## src/rtl/decode_execute_stage_if.sv

```systemverilog
// Bundle of signals exchanged between the decode side and the ID/EX register.
//   master : decode/hazard-control side; drives ID fields, RF read data,
//            writeback echo and stall/flush controls; observes the EX outputs
//   slave  : the ID/EX register itself
// Register index width is AWL-1, shared with the register file.
interface decode_execute_stage_if #(
    parameter int AWL = 6,
    parameter int DWL = 32,
    parameter int CWL = 16,
    parameter int PCW = 16
);
    localparam int RW = AWL - 1;

    logic           stall_e;
    logic           flush_e;
    logic           id_valid;
    logic [RW-1:0]  id_rs;
    logic [RW-1:0]  id_rt;
    logic [RW-1:0]  id_rd;
    logic [DWL-1:0] rf_rd1;
    logic [DWL-1:0] rf_rd2;
    logic [DWL-1:0] id_imm;
    logic [CWL-1:0] id_ctrl;
    logic           wb_we;
    logic [RW-1:0]  wb_wa;
    logic [DWL-1:0] wb_wd;

    logic           stall_d;
    logic           ex_valid;
    logic [RW-1:0]  ex_rs;
    logic [RW-1:0]  ex_rt;
    logic [RW-1:0]  ex_rd;
    logic [DWL-1:0] ex_a;
    logic [DWL-1:0] ex_b;
    logic [DWL-1:0] ex_imm;
    logic [CWL-1:0] ex_ctrl;
    logic [PCW-1:0] bubbles;

    modport master (
        output stall_e, flush_e, id_valid, id_rs, id_rt, id_rd,
               rf_rd1, rf_rd2, id_imm, id_ctrl, wb_we, wb_wa, wb_wd,
        input  stall_d, ex_valid, ex_rs, ex_rt, ex_rd,
               ex_a, ex_b, ex_imm, ex_ctrl, bubbles
    );

    modport slave (
        input  stall_e, flush_e, id_valid, id_rs, id_rt, id_rd,
               rf_rd1, rf_rd2, id_imm, id_ctrl, wb_we, wb_wa, wb_wd,
        output stall_d, ex_valid, ex_rs, ex_rt, ex_rd,
               ex_a, ex_b, ex_imm, ex_ctrl, bubbles
    );
endinterface

```

## src/rtl/decode_execute_stage.sv

```systemverilog
// ID/EX pipeline register.
// Registers the decoded instruction and its two register-file operands for
// the execute stage, with flush, stall (holding operands coherent with
// writeback) and load-use bubble insertion. Counts bubbles, saturating.
// Ports:
//   clk  : clock, all state changes on rising edge
//   rst  : asynchronous active-high reset
//   bus  : decode_execute_stage_if.slave (ID fields, RF read data, writeback
//          echo, stall/flush controls in; stall_d and EX register contents out)
module decode_execute_stage #(
    parameter int AWL   = 6,
    parameter int DWL   = 32,
    parameter int CWL   = 16,
    parameter int LDBIT = 0,
    parameter int PCW   = 16
) (
    input logic                  clk,
    input logic                  rst,
    decode_execute_stage_if.slave bus
);
    localparam int RW = AWL - 1;

    logic           ex_valid;
    logic [RW-1:0]  ex_rs;
    logic [RW-1:0]  ex_rt;
    logic [RW-1:0]  ex_rd;
    logic [DWL-1:0] ex_a;
    logic [DWL-1:0] ex_b;
    logic [DWL-1:0] ex_imm;
    logic [CWL-1:0] ex_ctrl;
    logic [PCW-1:0] bubbles;
    logic           stall_d;
    logic           wb_hit;

    // Load-use hazard: the load in EX writes a register the decode-stage
    // instruction reads. A flush kills the load, so no hazard then.
    assign stall_d = bus.id_valid & ex_valid & ex_ctrl[LDBIT]
                   & (ex_rt != '0)
                   & ((ex_rt == bus.id_rs) | (ex_rt == bus.id_rt))
                   & ~bus.flush_e;

    // A qualifying writeback while held; register 0 is never refreshed.
    assign wb_hit = ex_valid & bus.wb_we & (bus.wb_wa != '0);

    always_ff @(posedge clk or posedge rst) begin
        if (rst) begin
            ex_valid <= 1'b0;
            ex_rs    <= '0;
            ex_rt    <= '0;
            ex_rd    <= '0;
            ex_a     <= '0;
            ex_b     <= '0;
            ex_imm   <= '0;
            ex_ctrl  <= '0;
            bubbles  <= '0;
        end else if (bus.flush_e) begin
            ex_valid <= 1'b0;
            ex_rs    <= '0;
            ex_rt    <= '0;
            ex_rd    <= '0;
            ex_a     <= '0;
            ex_b     <= '0;
            ex_imm   <= '0;
            ex_ctrl  <= '0;
        end else if (bus.stall_e) begin
            // Held operands would go stale if their source register is
            // written while we wait, so pick up the writeback value.
            if (wb_hit && (bus.wb_wa == ex_rs)) begin
                ex_a <= bus.wb_wd;
            end
            if (wb_hit && (bus.wb_wa == ex_rt)) begin
                ex_b <= bus.wb_wd;
            end
        end else if (stall_d) begin
            ex_valid <= 1'b0;
            ex_rs    <= '0;
            ex_rt    <= '0;
            ex_rd    <= '0;
            ex_a     <= '0;
            ex_b     <= '0;
            ex_imm   <= '0;
            ex_ctrl  <= '0;
            if (bubbles != '1) begin
                bubbles <= bubbles + {{(PCW-1){1'b0}}, 1'b1};
            end
        end else begin
            // The RF writes on the falling edge, so RFRD already reflects
            // this cycle's writeback; only register 0 needs forcing.
            ex_valid <= bus.id_valid;
            ex_rs    <= bus.id_rs;
            ex_rt    <= bus.id_rt;
            ex_rd    <= bus.id_rd;
            ex_a     <= (bus.id_rs == '0) ? '0 : bus.rf_rd1;
            ex_b     <= (bus.id_rt == '0) ? '0 : bus.rf_rd2;
            ex_imm   <= bus.id_imm;
            ex_ctrl  <= bus.id_valid ? bus.id_ctrl : '0;
        end
    end

    assign bus.stall_d  = stall_d;
    assign bus.ex_valid = ex_valid;
    assign bus.ex_rs    = ex_rs;
    assign bus.ex_rt    = ex_rt;
    assign bus.ex_rd    = ex_rd;
    assign bus.ex_a     = ex_a;
    assign bus.ex_b     = ex_b;
    assign bus.ex_imm   = ex_imm;
    assign bus.ex_ctrl  = ex_ctrl;
    assign bus.bubbles  = bubbles;
endmodule

```

## src/flat_wrapper.sv

```systemverilog
// flat-port wrapper written by rule: the top's interface ports become plain ports
module decode_execute_stage_flat 
#(
    parameter int AWL   = 6,
    parameter int DWL   = 32,
    parameter int CWL   = 16,
    parameter int LDBIT = 0,
    parameter int PCW   = 16
)
  (clk, rst, bus_stall_e, bus_flush_e, bus_id_valid, bus_id_rs, bus_id_rt, bus_id_rd, bus_rf_rd1, bus_rf_rd2, bus_id_imm, bus_id_ctrl, bus_wb_we, bus_wb_wa, bus_wb_wd, bus_stall_d, bus_ex_valid, bus_ex_rs, bus_ex_rt, bus_ex_rd, bus_ex_a, bus_ex_b, bus_ex_imm, bus_ex_ctrl, bus_bubbles);
  decode_execute_stage_if #(.AWL(AWL), .DWL(DWL), .CWL(CWL), .PCW(PCW)) bus_i ();
  input logic clk;
  input logic rst;
  input wire logic [$bits(bus_i.stall_e)-1:0] bus_stall_e;
  input wire logic [$bits(bus_i.flush_e)-1:0] bus_flush_e;
  input wire logic [$bits(bus_i.id_valid)-1:0] bus_id_valid;
  input wire logic [$bits(bus_i.id_rs)-1:0] bus_id_rs;
  input wire logic [$bits(bus_i.id_rt)-1:0] bus_id_rt;
  input wire logic [$bits(bus_i.id_rd)-1:0] bus_id_rd;
  input wire logic [$bits(bus_i.rf_rd1)-1:0] bus_rf_rd1;
  input wire logic [$bits(bus_i.rf_rd2)-1:0] bus_rf_rd2;
  input wire logic [$bits(bus_i.id_imm)-1:0] bus_id_imm;
  input wire logic [$bits(bus_i.id_ctrl)-1:0] bus_id_ctrl;
  input wire logic [$bits(bus_i.wb_we)-1:0] bus_wb_we;
  input wire logic [$bits(bus_i.wb_wa)-1:0] bus_wb_wa;
  input wire logic [$bits(bus_i.wb_wd)-1:0] bus_wb_wd;
  output wire logic [$bits(bus_i.stall_d)-1:0] bus_stall_d;
  output wire logic [$bits(bus_i.ex_valid)-1:0] bus_ex_valid;
  output wire logic [$bits(bus_i.ex_rs)-1:0] bus_ex_rs;
  output wire logic [$bits(bus_i.ex_rt)-1:0] bus_ex_rt;
  output wire logic [$bits(bus_i.ex_rd)-1:0] bus_ex_rd;
  output wire logic [$bits(bus_i.ex_a)-1:0] bus_ex_a;
  output wire logic [$bits(bus_i.ex_b)-1:0] bus_ex_b;
  output wire logic [$bits(bus_i.ex_imm)-1:0] bus_ex_imm;
  output wire logic [$bits(bus_i.ex_ctrl)-1:0] bus_ex_ctrl;
  output wire logic [$bits(bus_i.bubbles)-1:0] bus_bubbles;
  assign bus_i.stall_e = bus_stall_e;
  assign bus_i.flush_e = bus_flush_e;
  assign bus_i.id_valid = bus_id_valid;
  assign bus_i.id_rs = bus_id_rs;
  assign bus_i.id_rt = bus_id_rt;
  assign bus_i.id_rd = bus_id_rd;
  assign bus_i.rf_rd1 = bus_rf_rd1;
  assign bus_i.rf_rd2 = bus_rf_rd2;
  assign bus_i.id_imm = bus_id_imm;
  assign bus_i.id_ctrl = bus_id_ctrl;
  assign bus_i.wb_we = bus_wb_we;
  assign bus_i.wb_wa = bus_wb_wa;
  assign bus_i.wb_wd = bus_wb_wd;
  assign bus_stall_d = bus_i.stall_d;
  assign bus_ex_valid = bus_i.ex_valid;
  assign bus_ex_rs = bus_i.ex_rs;
  assign bus_ex_rt = bus_i.ex_rt;
  assign bus_ex_rd = bus_i.ex_rd;
  assign bus_ex_a = bus_i.ex_a;
  assign bus_ex_b = bus_i.ex_b;
  assign bus_ex_imm = bus_i.ex_imm;
  assign bus_ex_ctrl = bus_i.ex_ctrl;
  assign bus_bubbles = bus_i.bubbles;
  decode_execute_stage #(.AWL(AWL), .DWL(DWL), .CWL(CWL), .LDBIT(LDBIT), .PCW(PCW)) u_core (.clk(clk), .rst(rst), .bus(bus_i));
endmodule
```

## config.mk

```make
export PLATFORM = sky130hd
export DESIGN_NAME = decode_execute_stage_flat
export DESIGN_NICKNAME = d
export VERILOG_FILES = /design/src/rtl/decode_execute_stage_if.sv /design/src/rtl/decode_execute_stage.sv /design/src/flat_wrapper.sv
export SDC_FILE = /design/constraint.sdc
export NUM_CORES = 1
export LEC_CHECK = 0
export ABC_AREA = 1
export CAP_MARGIN = 20
export CORE_ASPECT_RATIO = 1.1
export CORE_MARGIN = 10
export CORE_UTILIZATION = 45
export CTS_BUF_LIST = sky130_fd_sc_hd__clkbuf_4 sky130_fd_sc_hd__clkbuf_8
export CTS_CLUSTER_SIZE = 20
export DETAILED_ROUTE_END_ITERATION = 12
export GPL_ROUTABILITY_DRIVEN = 0
export PLACE_DENSITY = 0.83
export SLEW_MARGIN = 10
export SYNTH_ARGS = -nofsm -noshare
export SYNTH_HDL_FRONTEND = slang
export SYNTH_SLANG_ARGS = --single-unit
```

## constraint.sdc

```tcl
create_clock -name clk -period 6.8 [get_ports clk]
set_input_delay 1.36 -clock clk [delete_from_list [all_inputs] [get_ports clk]]
set_output_delay 1.36 -clock clk [all_outputs]
set_load 0.02 [all_outputs]
```

==> metrics <==
primary flip-flop cell chosen by synthesis mapping dfrtp_1; summed area of non-filler cells in the final layout 11,600 sq um; share of the synthesized area in the top cell type 45.4%; worst ir drop on vdd 0.145 mV; starting utilization of the core area 46.2%; share of layout cells above drive strength 1 4.42%; Synth async-reset ratio 100%; crit path capture type output port; cts-stage hold buffer count 0; leakage component of the power 6.06 nW; Final Max Slew Viols 0; post-DR wirelength/cell 17.6 um; Post-Syn Nets 1,325; top-level port count 315; distinct cell type count of the synthesized netlist 30; gr ovfl total 0; via density per instance 5.03; drc violations 0; Warnings, synthesis 0; top area cells in the synthesized netlist dfrtp_1 45%, nand2_1 26%, inv_1 5.5%; CTS clk-pin slew, worst paths 80 ps; Net count, final 1,606; number of buffers added by the clock tree synthesis step 17; CP startpoint kind input port; Max clock buf depth 2; count of buffers inserted at the top-level ports 314; register area share after synthesis 45.4%; worst rel slew slack 29.9%; max-capacitance violation count 0; row count 50; remaining antenna violation count after routing 0; Layout Area Growth over Synthesis 46.1%; Slowest-stage cell, CP clkdlybuf4s50_1; clock network fraction of total power 32.6%; total chip power 2.13 mW; post-synthesis cell count 1,154; unrepaired setup endpoints after global routing false; net load switching power 651 uW; Chip Height 159 um; Vias 8,486; DRC violation total after the first TritonRoute iteration 504; ordered list of cells on the worst path clkdlybuf4s50_1 > nand2_1 > inv_1 > nor2_1 > nor2_1 > nand3_1 > nand2_2 > nand3_2 > inv_1 > clkdlybuf4s50_1; category of the most critical setup path in -> out; setup total negative slack 0 ps; maximum number of pins on one net before global-route repair 97; most area-hungry cell type in the Yosys netlist dfrtp_1; number of placed cells counting well taps 1,650; Routed WL 29.7 mm; number of optimization iterations in the first detailed-route pass 6; critical-path maximum fanout 5; postcts setup bufs 0; Pwr Density 183 nW/um^2; synthesized area divided by synthesized cell count 6.88 sq um; register bit count reported by yosys 144; clock tree from TritonCTS yes; count leader, synth nand2_1; switch share 30.6%; data required time at the worst endpoint 5440 ps; part of the power in registers 44.3%; number of filler cells placed in the layout 1,503; Highest Clock Rate 214 MHz; post-CTS sizing 0; clock latency on the worst-skew pair 450 ps; worst min-delay path category reg -> reg; Die Footprint 23,400 sq um; number of non-filler instances in the completed layout 1,686; master cell of the clock root buffer clkbuf_8; Int Pwr 1.48 mW; post-DP HPWL 21.3 mm; H-tree levels 4; number of enable flip-flop cells after synthesis 0; number of antenna violations at the first check in global routing 5; top post-synthesis cells by count 545 x nand2_1, 144 x dfrtp_1, 116 x inv_1; data arrival at the endpoint of the critical path 3320 ps; outcome complete, no violations; Core Box Area 17,200 sq um; Placed Instance Area 11,200 sq um; via count of the first global-routing pass 8,608; global-route wire length before repair 46.6 mm; Hold Violations, Final 0; global-route total usage across every layer 24.6%; transition time at the pin with the least slew margin 1050 ps; part of the cycle the worst path needs 68.8%; clock sink count 144; Final Setup Violations 0; cell area after synthesis 7950 sq um; power share of the combinational group 23.2%; final critical path time including I/O delays and setup 4680 ps; final setup skew 13.9 ps; Die Span X 147 um; Crit path largest cell delay 680 ps
## area by class of cell
cell class / instances / area [sq um] / share of cell area (%)
clock buffers: 19 / 249 / 2.15
clock inverters: 13 / 136 / 1.18
flip-flops and latches: 144 / 3600 / 31.1
diodes: 4 / 10.0 / 0.0863
well taps: 234 / 293 / 2.52
inverters: 125 / 474 / 4.09
multi-input cells: 821 / 3610 / 31.1
repair buffers: 326 / 3230 / 27.9
## worst paths after layout
check | from | end | slack (ps) | cells past startpoint
min in group asynchronous | rst | u_core.bus.ex_rd[2] | 1440 | 2
max in group asynchronous | rst | u_core.bus.ex_rd[3] | 4000 | 3
min reg2reg | u_core.bus.ex_b[0] | u_core.bus.ex_b[0] | 480 | 2
max reg2reg | u_core.bus.ex_rt[1] | u_core.bus.ex_a[30] | 4600 | 12
min | u_core.bus.ex_b[0] | u_core.bus.ex_b[0] | 480 | 2
max | bus_id_rt[0] | bus_stall_d | 2120 | 10
## kinds of logic after synthesis
family,after synthesis,synth area share (%)
buf+inv,189,9.61
compound gates,136,9.01
simple gates,662,33.4
flops,144,45.4
xor+xnor,22,2.43
fa+ha+maj,1,0.157
## routing by layer
layer	global-route usage, %	up-vias	part of all wire, %
met4	9.43	2	2.6
met1	29.3	3954	39
met2	39.4	367	48
met3	9.37	51	11
met5	0	-	0.044
li1	-	4112	-
## placed cells by master, fill, tap and decap left out, types with 2 or more instances in the layout
master and count:
buf_4 12, nand3_2 2, clkbuf_4 2, nand3b_1 2, o21bai_1 10, nand2_1 545, nor2_1 20, diode_2 4
clkbuf_8 17, xor2_1 18, inv_2 9, nand4_1 6, nor2_4 2, nor3_1 9, inv_6 4, inv_1 115
clkdlybuf4s50_1 314, xnor2_1 4, dfrtp_1 144, nand3_1 72, clkinvlp_4 4, a21oi_1 66, clkinv_2 4, bufinv_16 2
o21ai_1 9, o21ai_0 48
## metrics by stage
stage,setup slack (ps),hold slack [ps],utilization (%)
final,2120,482,67.5
after global routing,2010,506,67.5
after CTS,2140,485,67.4
after detailed placement,2160,464,65.2
after global placement,2210,460,65.2
after floorplan,1570,589,-
## power groups by stage
stage               logic (mW)  clock network [mW]  registers (mW)
floorplan                0.158                   0            1.02
global placement         0.490                   0           0.957
detailed placement       0.496                   0           0.959
CTS                      0.499               0.699           0.943
global route             0.539               0.737           0.950
finish                   0.493               0.693           0.943
## state kept, by name (all words and copies together) (netlist names)
| register | flops |
|---|---|
| u_core.bus.ex_a | 32 |
| u_core.bus.ex_b | 32 |
| u_core.bus.ex_imm | 32 |
| u_core.bus.bubbles | 16 |
| u_core.bus.ex_ctrl | 16 |
| u_core.bus.ex_rd | 5 |
| u_core.bus.ex_rs | 5 |
| u_core.bus.ex_rt | 5 |
| u_core.bus.ex_valid | 1 |
## worst max-delay path: cells and delay by family
kind,cells,cell delay (ps)
buffers and inverters,4,1400
and+or+nand+nor,6,580
(Power assumes the default switching activity.)
